--- src/rtl/m_nibble_serial_adder_ctrl_if.sv ---
// Request/response bundle between the ALU issue logic (master) and the
// nibble-serial adder sequencer (slave).
interface m_nibble_serial_adder_ctrl_if #(
  parameter int WIDTH = 32
) ();
  // Both channels use valid/ready: a transfer happens on a rising edge where
  // valid and ready are both high; a source holds valid and its payload
  // stable until that edge, and ready may be asserted independently of valid.
  logic             reqValid_1;
  logic             reqReady_1;
  logic             sub_1;
  logic [WIDTH-1:0] operand1_W;
  logic [WIDTH-1:0] operand2_W;
  logic             respValid_1;
  logic             respReady_1;
  logic [WIDTH-1:0] result_W;
  logic             cOut_1;
  logic             overflow_1;

  modport master (
    output reqValid_1, sub_1, operand1_W, operand2_W, respReady_1,
    input  reqReady_1, respValid_1, result_W, cOut_1, overflow_1
  );

  modport slave (
    input  reqValid_1, sub_1, operand1_W, operand2_W, respReady_1,
    output reqReady_1, respValid_1, result_W, cOut_1, overflow_1
  );
endinterface

--- src/rtl/m_nibble_serial_adder_ctrl.sv ---
// Drives an external 4-bit adder slice one nibble per cycle (LSB first) to
// build a WIDTH-bit add/subtract, rippling the carry through a register.
module m_nibble_serial_adder_ctrl #(
  parameter int WIDTH = 32
) (
  input  logic                           i_clk_1,
  input  logic                           i_rst_1,
  m_nibble_serial_adder_ctrl_if.slave    req_if,
  output logic                           o_adderCin_1,
  output logic [3:0]                     o_adderOperand1_4,
  output logic [3:0]                     o_adderOperand2_4,
  input  logic [3:0]                     i_adderResult_4,
  input  logic                           i_adderCout_1,
  output logic [1:0]                     o_dbgState_2
);

  localparam int N     = WIDTH / 4;
  localparam int CNT_W = (N > 1) ? $clog2(N) : 1;
  localparam logic [CNT_W-1:0] LAST = CNT_W'(N - 1);

  typedef enum logic [1:0] {
    S_IDLE = 2'd0,
    S_RUN  = 2'd1,
    S_DONE = 2'd2
  } state_e;

  state_e             state_q, state_d;
  logic [WIDTH-1:0]   a_q, a_d;
  logic [WIDTH-1:0]   b_q, b_d;
  logic               carry_q, carry_d;
  logic [CNT_W-1:0]   cnt_q, cnt_d;
  logic [WIDTH-1:0]   work_q, work_d;
  logic [WIDTH-1:0]   result_q, result_d;
  logic               cout_q, cout_d;
  logic               ovf_q, ovf_d;
  logic [WIDTH+3:0]   work_shift;

  always_ff @(posedge i_clk_1) begin
    if (i_rst_1) begin
      state_q <= S_IDLE;
    end else begin
      state_q <= state_d;
    end
  end

  always_ff @(posedge i_clk_1) begin
    if (i_rst_1) begin
      a_q      <= '0;
      b_q      <= '0;
      carry_q  <= 1'b0;
      cnt_q    <= '0;
      work_q   <= '0;
      result_q <= '0;
      cout_q   <= 1'b0;
      ovf_q    <= 1'b0;
    end else begin
      a_q      <= a_d;
      b_q      <= b_d;
      carry_q  <= carry_d;
      cnt_q    <= cnt_d;
      work_q   <= work_d;
      result_q <= result_d;
      cout_q   <= cout_d;
      ovf_q    <= ovf_d;
    end
  end

  // New nibbles enter at the top of the working register, so after N
  // captures the LSB nibble has shifted down into bits [3:0].
  assign work_shift = {i_adderResult_4, work_q} >> 4;

  always_comb begin
    state_d  = state_q;
    a_d      = a_q;
    b_d      = b_q;
    carry_d  = carry_q;
    cnt_d    = cnt_q;
    work_d   = work_q;
    result_d = result_q;
    cout_d   = cout_q;
    ovf_d    = ovf_q;
    unique case (state_q)
      S_IDLE: begin
        if (req_if.reqValid_1) begin
          state_d = S_RUN;
          a_d     = req_if.operand1_W;
          b_d     = req_if.sub_1 ? ~req_if.operand2_W : req_if.operand2_W;
          carry_d = req_if.sub_1;
          cnt_d   = '0;
        end
      end
      S_RUN: begin
        work_d  = work_shift[WIDTH-1:0];
        a_d     = a_q >> 4;
        b_d     = b_q >> 4;
        carry_d = i_adderCout_1;
        cnt_d   = cnt_q + CNT_W'(1);
        if (cnt_q == LAST) begin
          // Operands have shifted so bit 3 is now the sign bit of A and B'.
          state_d  = S_DONE;
          result_d = work_shift[WIDTH-1:0];
          cout_d   = i_adderCout_1;
          ovf_d    = (a_q[3] == b_q[3]) && (i_adderResult_4[3] != a_q[3]);
        end
      end
      S_DONE: begin
        if (req_if.respReady_1) begin
          state_d = S_IDLE;
        end
      end
      default: begin
        state_d = S_IDLE;
      end
    endcase
  end

  assign req_if.reqReady_1  = (state_q == S_IDLE);
  assign req_if.respValid_1 = (state_q == S_DONE);
  assign req_if.result_W    = result_q;
  assign req_if.cOut_1      = cout_q;
  assign req_if.overflow_1  = ovf_q;

  assign o_adderOperand1_4 = (state_q == S_RUN) ? a_q[3:0] : 4'd0;
  assign o_adderOperand2_4 = (state_q == S_RUN) ? b_q[3:0] : 4'd0;
  assign o_adderCin_1      = (state_q == S_RUN) ? carry_q  : 1'b0;
  assign o_dbgState_2      = state_q;

endmodule
--- src/flat_wrapper.sv ---
// flat-port wrapper written by rule: the top's interface ports become plain ports
module m_nibble_serial_adder_ctrl_flat 
#(
  parameter int WIDTH = 32
)
  (i_clk_1, i_rst_1, o_adderCin_1, o_adderOperand1_4, o_adderOperand2_4, i_adderResult_4, i_adderCout_1, o_dbgState_2, req_if_reqValid_1, req_if_sub_1, req_if_operand1_W, req_if_operand2_W, req_if_respReady_1, req_if_reqReady_1, req_if_respValid_1, req_if_result_W, req_if_cOut_1, req_if_overflow_1);
  m_nibble_serial_adder_ctrl_if #(.WIDTH(WIDTH)) req_if_i ();
  input  logic i_clk_1;
  input  logic i_rst_1;
  output logic o_adderCin_1;
  output logic [3:0] o_adderOperand1_4;
  output logic [3:0] o_adderOperand2_4;
  input  logic [3:0] i_adderResult_4;
  input  logic i_adderCout_1;
  output logic [1:0] o_dbgState_2;
  input wire logic [$bits(req_if_i.reqValid_1)-1:0] req_if_reqValid_1;
  input wire logic [$bits(req_if_i.sub_1)-1:0] req_if_sub_1;
  input wire logic [$bits(req_if_i.operand1_W)-1:0] req_if_operand1_W;
  input wire logic [$bits(req_if_i.operand2_W)-1:0] req_if_operand2_W;
  input wire logic [$bits(req_if_i.respReady_1)-1:0] req_if_respReady_1;
  output wire logic [$bits(req_if_i.reqReady_1)-1:0] req_if_reqReady_1;
  output wire logic [$bits(req_if_i.respValid_1)-1:0] req_if_respValid_1;
  output wire logic [$bits(req_if_i.result_W)-1:0] req_if_result_W;
  output wire logic [$bits(req_if_i.cOut_1)-1:0] req_if_cOut_1;
  output wire logic [$bits(req_if_i.overflow_1)-1:0] req_if_overflow_1;
  assign req_if_i.reqValid_1 = req_if_reqValid_1;
  assign req_if_i.sub_1 = req_if_sub_1;
  assign req_if_i.operand1_W = req_if_operand1_W;
  assign req_if_i.operand2_W = req_if_operand2_W;
  assign req_if_i.respReady_1 = req_if_respReady_1;
  assign req_if_reqReady_1 = req_if_i.reqReady_1;
  assign req_if_respValid_1 = req_if_i.respValid_1;
  assign req_if_result_W = req_if_i.result_W;
  assign req_if_cOut_1 = req_if_i.cOut_1;
  assign req_if_overflow_1 = req_if_i.overflow_1;
  m_nibble_serial_adder_ctrl #(.WIDTH(WIDTH)) u_core (.i_clk_1(i_clk_1), .i_rst_1(i_rst_1), .req_if(req_if_i), .o_adderCin_1(o_adderCin_1), .o_adderOperand1_4(o_adderOperand1_4), .o_adderOperand2_4(o_adderOperand2_4), .i_adderResult_4(i_adderResult_4), .i_adderCout_1(i_adderCout_1), .o_dbgState_2(o_dbgState_2));
endmodule
--- config.mk ---
export PLATFORM = sky130hd
export DESIGN_NAME = m_nibble_serial_adder_ctrl_flat
export DESIGN_NICKNAME = d
export VERILOG_FILES = /design/src/rtl/m_nibble_serial_adder_ctrl_if.sv /design/src/rtl/m_nibble_serial_adder_ctrl.sv /design/src/flat_wrapper.sv
export SDC_FILE = /design/constraint.sdc
export NUM_CORES = 1
export LEC_CHECK = 0
export CORE_UTILIZATION = 45
export CTS_BUF_LIST = sky130_fd_sc_hd__clkbuf_2 sky130_fd_sc_hd__clkbuf_4 sky130_fd_sc_hd__clkbuf_8
export DETAILED_ROUTE_END_ITERATION = 16
export PLACE_DENSITY = 0.7
export SETUP_SLACK_MARGIN = 0.15
export SYNTH_ARGS = -nofsm -noshare
export SYNTH_HDL_FRONTEND = slang
export SYNTH_SLANG_ARGS = --single-unit
--- constraint.sdc ---
create_clock -name i_clk_1 -period 3.1 [get_ports i_clk_1]
set_clock_uncertainty 0.1 [all_clocks]
set_input_delay 0.93 -clock i_clk_1 [delete_from_list [all_inputs] [get_ports i_clk_1]]
set_output_delay 0.93 -clock i_clk_1 [all_outputs]
set_load 0.05 [all_outputs]
**After elaboration in Yosys (flattened, before gate mapping)**

Cells that the tools add are included.

- Add/sub/neg operators: 1
- Eq/ne operators: 8
- Mux-type cells: 16
- Bitwise gates (word level): 1
- Reduce and logical (&&, ||, !) cells: 6

Operators with widths:

| cell | number |
|---|---|
| 32-bit case mux with 2 select lines | 2 |
| 32-bit two-way mux | 3 |
| 32-bit inverter | 1 |
| 4-bit two-way mux | 2 |
| 2-bit two-way mux | 3 |
| 2-bit case mux with 3 select lines | 1 |
| 3-bit case mux with 2 select lines | 1 |
| 2-bit inequality test (second input constant) | 2 |
| 2-bit AND reduction | 2 |
| 3-bit by 1-bit adder with 3-bit output (second input constant) | 1 |
| 3-bit == test (second input constant) | 1 |
| 3-bit two-way mux | 1 |
| 3-bit AND reduction | 1 |
| 2-bit by 1-bit == test with 1-bit output (second input constant) | 1 |
| 2-bit == test (second input constant) | 1 |
| 2-bit logical NOT | 1 |
| 1-bit two-way mux | 2 |
| 2-bit by 1-bit inequality test with 1-bit output (second input constant) | 1 |
| 1-bit case mux with 2 select lines | 1 |
| 2-bit nonzero test | 1 |
| 1-bit == test | 1 |
| 1-bit logical AND | 1 |
| 1-bit inequality test | 1 |

- Flip-flop bits (word level): 136
- Input port bits: 74
- Word-level logic and storage cells: 41

**Depth between registers and ports, before layout**

Gate-level depths: netlist (run 1).

- Depth after elaboration: 4
- Mapped depth: 7
- Depth with buffers taken out: 5

**Worst setup path after synthesis (run 1)**

Ideal clock, no wire load.

- Path type: register -> output
- Start point: register u_core.state_q[0] (netlist: u_core.o_dbgState_2[0])
- End point: output o_adderCin_1
- Arrival: 1.732 ns
- Required time: 2.070 ns
- Setup slack: 0.338 ns
- Cell stages (with the launch flop): 5
- Buffers on the path: 2
- Cells stage by stage: dfxtp_1 > nor2b_1 > clkbuf_2 > clkbuf_1 > and2_1

- Longest elaborated chain between the ends: 2

Ends and longest elaborated chain:

| what | line | source |
|---|---|---|
| start: declaration | m_nibble_serial_adder_ctrl.sv:27 | `state_e state_q, state_d;` |
| start signal: assignment | m_nibble_serial_adder_ctrl.sv:42 | `state_q <= state_d;` |
| 2-bit by 1-bit == test with 1-bit output | m_nibble_serial_adder_ctrl.sv:125 | `assign o_adderCin_1 = (state_q == S_RUN) ? carry_q : 1'b0;` |
| 1-bit two-way mux | m_nibble_serial_adder_ctrl.sv:125 |  |
| end: declaration | flat_wrapper.sv:10 | `output logic o_adderCin_1;` |

Every way passes these cells.

**Final worst setup path (run 1)**

- Start point: register u_core.state_q[0] (netlist: u_core.o_dbgState_2[0])
- End point: output o_dbgState_2[0]

RTL lines:

| what | line | source |
|---|---|---|
| end: declaration | flat_wrapper.sv:15 | `output logic [1:0] o_dbgState_2;` |

No word-level cell between the ends.

==> impl_metrics.ini, run 1 <==
[synthesis]
synth_top_family_by_area = simple AND/OR/NAND/NOR gates
synth_xor_area_share_pct = 4.917
postSynthCellCount = 660
synth-seq-area-share_pct = 46.36
yosysWarningCount = 0
synth_compound_area_share_pct = 19.03
yosys.area_share.simple_pct = 23.51
synth_fa_ha_area_share_pct = 0.4390
ys_ff_latch = 132
synth_edf_count = 0
syn-num-nets = 736
synth.distinct_cells = 27
synth_flop_cell = dfxtp_1
async_flop_share_pct = 0
avgSynthCellArea_um2 = 8.637
synth_area_um2 = 5700
synth.area.mux_share_pct = 0

[global_routing]
overflow = 0
grt_usage_pct = 20.01
grt_max_degree = 64
grt_pass1_vias = 4566
antenna_found_initial = 0
grt_pass1_wl_mm = 21.02

[detailed_routing]
ant_nets = 0
drt_first_iter_violations = 267
post-route-drc-count = 0
vias_per_cell = 5.138
routedWlPerCell_um = 13.38
dr.pass1.iters = 5
num_vias = 4799
wl_mm = 12.50

[finish]
nNetsFinal = 829
final_cells = 934
drive_above_1_share_pct = 11.36
syn_to_final_growth_pct = 28.36
layout_commonest_cell = dfxtp_1
layout_common_cells = dfxtp_1, nand2_1, clkdlybuf4s50_1
diodes = 0

[setup_path]
cp.arrival_ns = 1.67
crit_type = reg2out
critPathLaunchType = flop
required_ns = 2.07
cp-end-kind = output pin
crit_chain = clkdlybuf4s50_1
worst_path_max_delay_cell = clkdlybuf4s50_1
cpPeakStageDelay_ns = 0.84
crit_buf_inv = 1
crit_path_max_fanout = 7
crit_family = buffers and inverters

[placed_design]
dp_hpwl_mm = 8.341
place_inst = 902
gp_congestion = 0.7841
io_buffer_count = 120

[status]
status = complete, no violations

[sta]
period_needed_ns = 2.697
worst_pin_slew_ns = 0.7684
max_freq_ghz = 0.3707
drv_slew = 0
final-hold-violation-count = 0
post-route-period-util_pct = 87.01
finalSetupViolCount = 0
setup_tns_ns = 0
relSlewSlack_pct = 48.77
rsz0062_at_grt = false

[pwr]
p_sw_share_pct = 26.04
power_frac_seq_pct = 48.7
ir_drop_mv = 0.3028
clockPowerShare_pct = 38.5
leakagePower_uw = 0.002580
power_report.internal_total_uw = 2751
power_density_nw_per_um2 = 508.4
switchingPower_uw = 968.5
comb_power_share_pct = 12.8

[floorplan]
start_util_pct = 46.87
die_w_um = 114.6
rows = 40
pin_count = 121
core-area_um2 = 12160
die_y_um = 114.6
die_area_um2 = 13120

[cts]
cts_num_sinks = 132
cts_made_buffers = 17
clk_path_buf_depth = 2
cts_setup_buffers = 0
htreeDepth = 4
clk_latency_ns = 0.42
root_buffer = clkbuf_8
path_clk_slew_ns = 0.08
postCtsHoldBufs = 0
cts_tree = yes
postCtsResizedCells = 0

[worst_hold_path]
hold_class = reg2reg

[run]
cap_violations = 0
final cells by class:
class	instances	area [µm²]
clock buffer	18	247.7
clock inverter	14	151.4
fill	1078	4845
multi-input combinational	467	2738
sequential	132	2644
tap	168	210.2
timing repair buffer	135	1326
tightest hold or removal path, stage by stage, from the launching register on:
cell and delay (ns):
dfxtp_1 0.31, nand2_1 0.05, a21oi_1 0.05
registers in the layout (all words and copies together) (netlist names):
register,cells
u_core.req_if.cOut_1,1
u_core.o_dbgState_2,2
u_core.cnt_q,3
u_core.a_q,32
u_core.req_if.result_W,32
u_core.req_if.overflow_1,1
u_core.carry_q,1
u_core.b_q,32
u_core.work_q,28
per-stage QoR:
step | hold slack, ns | utilization [%] | total power (µW) | worst slack [ns] | cell area [µm²]
3_5_place_dp | 0.3481 | 56.88 | 2329 | 0.4148 | 6918
3_3_place_gp | 0.3424 | 56.88 | 2314 | 0.4868 | 6918
6_report | 0.3547 | 60.16 | 3720 | 0.4027 | 7317
2_1_floorplan | 0.3322 | - | 2164 | 0.3378 | 5700
4_1_cts | 0.3595 | 60.16 | 3758 | 0.3715 | 7317
5_1_grt | 0.3740 | 60.16 | 3891 | 0.3038 | 7317
worst paths after layout:
| check | start | to | slack [ns] | depth (start not counted) |
|---|---|---|---|---|
| worst min-delay path | u_core.req_if.result_W[18] | u_core.req_if.result_W[18] | 0.35 | 2 |
| worst max register to register | u_core.o_dbgState_2[1] | u_core.req_if.result_W[11] | 1.05 | 5 |
| worst max-delay path | u_core.o_dbgState_2[0] | o_dbgState_2[0] | 0.40 | 1 |
| worst min register to register | u_core.req_if.result_W[18] | u_core.req_if.result_W[18] | 0.35 | 2 |
synth_stat cells, types with 3 or more instances:
cell type,n,area share (%)
buf_2,17,1.5
a22oi_1,38,5.0
clkbuf_1,25,1.6
xnor2_1,28,4.3
a211oi_1,3,0.40
buf_1,3,0.20
or3b_1,29,4.5
dfxtp_1,132,46
and2_1,9,0.99
xor2_1,4,0.61
buf_6,6,1.2
o22ai_2,20,4.4
nor2_1,43,2.8
nand2b_1,32,3.5
o22ai_1,8,0.88
nor3_1,30,2.6
buf_4,8,1.1
a21oi_1,91,8.0
nand2_1,122,8.0
cell families after synthesis:
group / Yosys count
AOI/OAI and AO/OA: 162
xor gates and xnor gates: 32
adders and majority gates: 2
buffers and inverters: 61
DFF: 132
and+or+nand+nor: 271
power by group through the flow:
stage                     clock network, µW  logic [µW]  registers, µW
after global placement                    0         465           1850
after floorplan                           0         322           1840
after detailed placement                  0         479           1850
after global routing                   1550         521           1820
after CTS                              1470         480           1810
final                                  1430         475           1810
per-layer routing:
metal / vias to the layer above / share of wire [%] / GRT usage (%)
li1: 2438 / - / -
met1: 2240 / 44 / 23.94
met2: 113 / 51 / 35.60
met3: 8 / 3.8 / 4.235
met4: 0 / 0.77 / 6.580
met5: - / 0 / 0
No activity file was read; power rests on OpenSTA's default activity.
==> run 2: changes to the inputs <==
--- a/config.mk
+++ b/config.mk
@@ -9,7 +9,6 @@
 export CTS_BUF_LIST = sky130_fd_sc_hd__clkbuf_2 sky130_fd_sc_hd__clkbuf_4 sky130_fd_sc_hd__clkbuf_8
 export DETAILED_ROUTE_END_ITERATION = 16
 export PLACE_DENSITY = 0.7
-export SETUP_SLACK_MARGIN = 0.15
 export SYNTH_ARGS = -nofsm -noshare
 export SYNTH_HDL_FRONTEND = slang
 export SYNTH_SLANG_ARGS = --single-unit
==> results of run 2 <==
No change in the layout: final DEF, timing and power equal those of run 1.
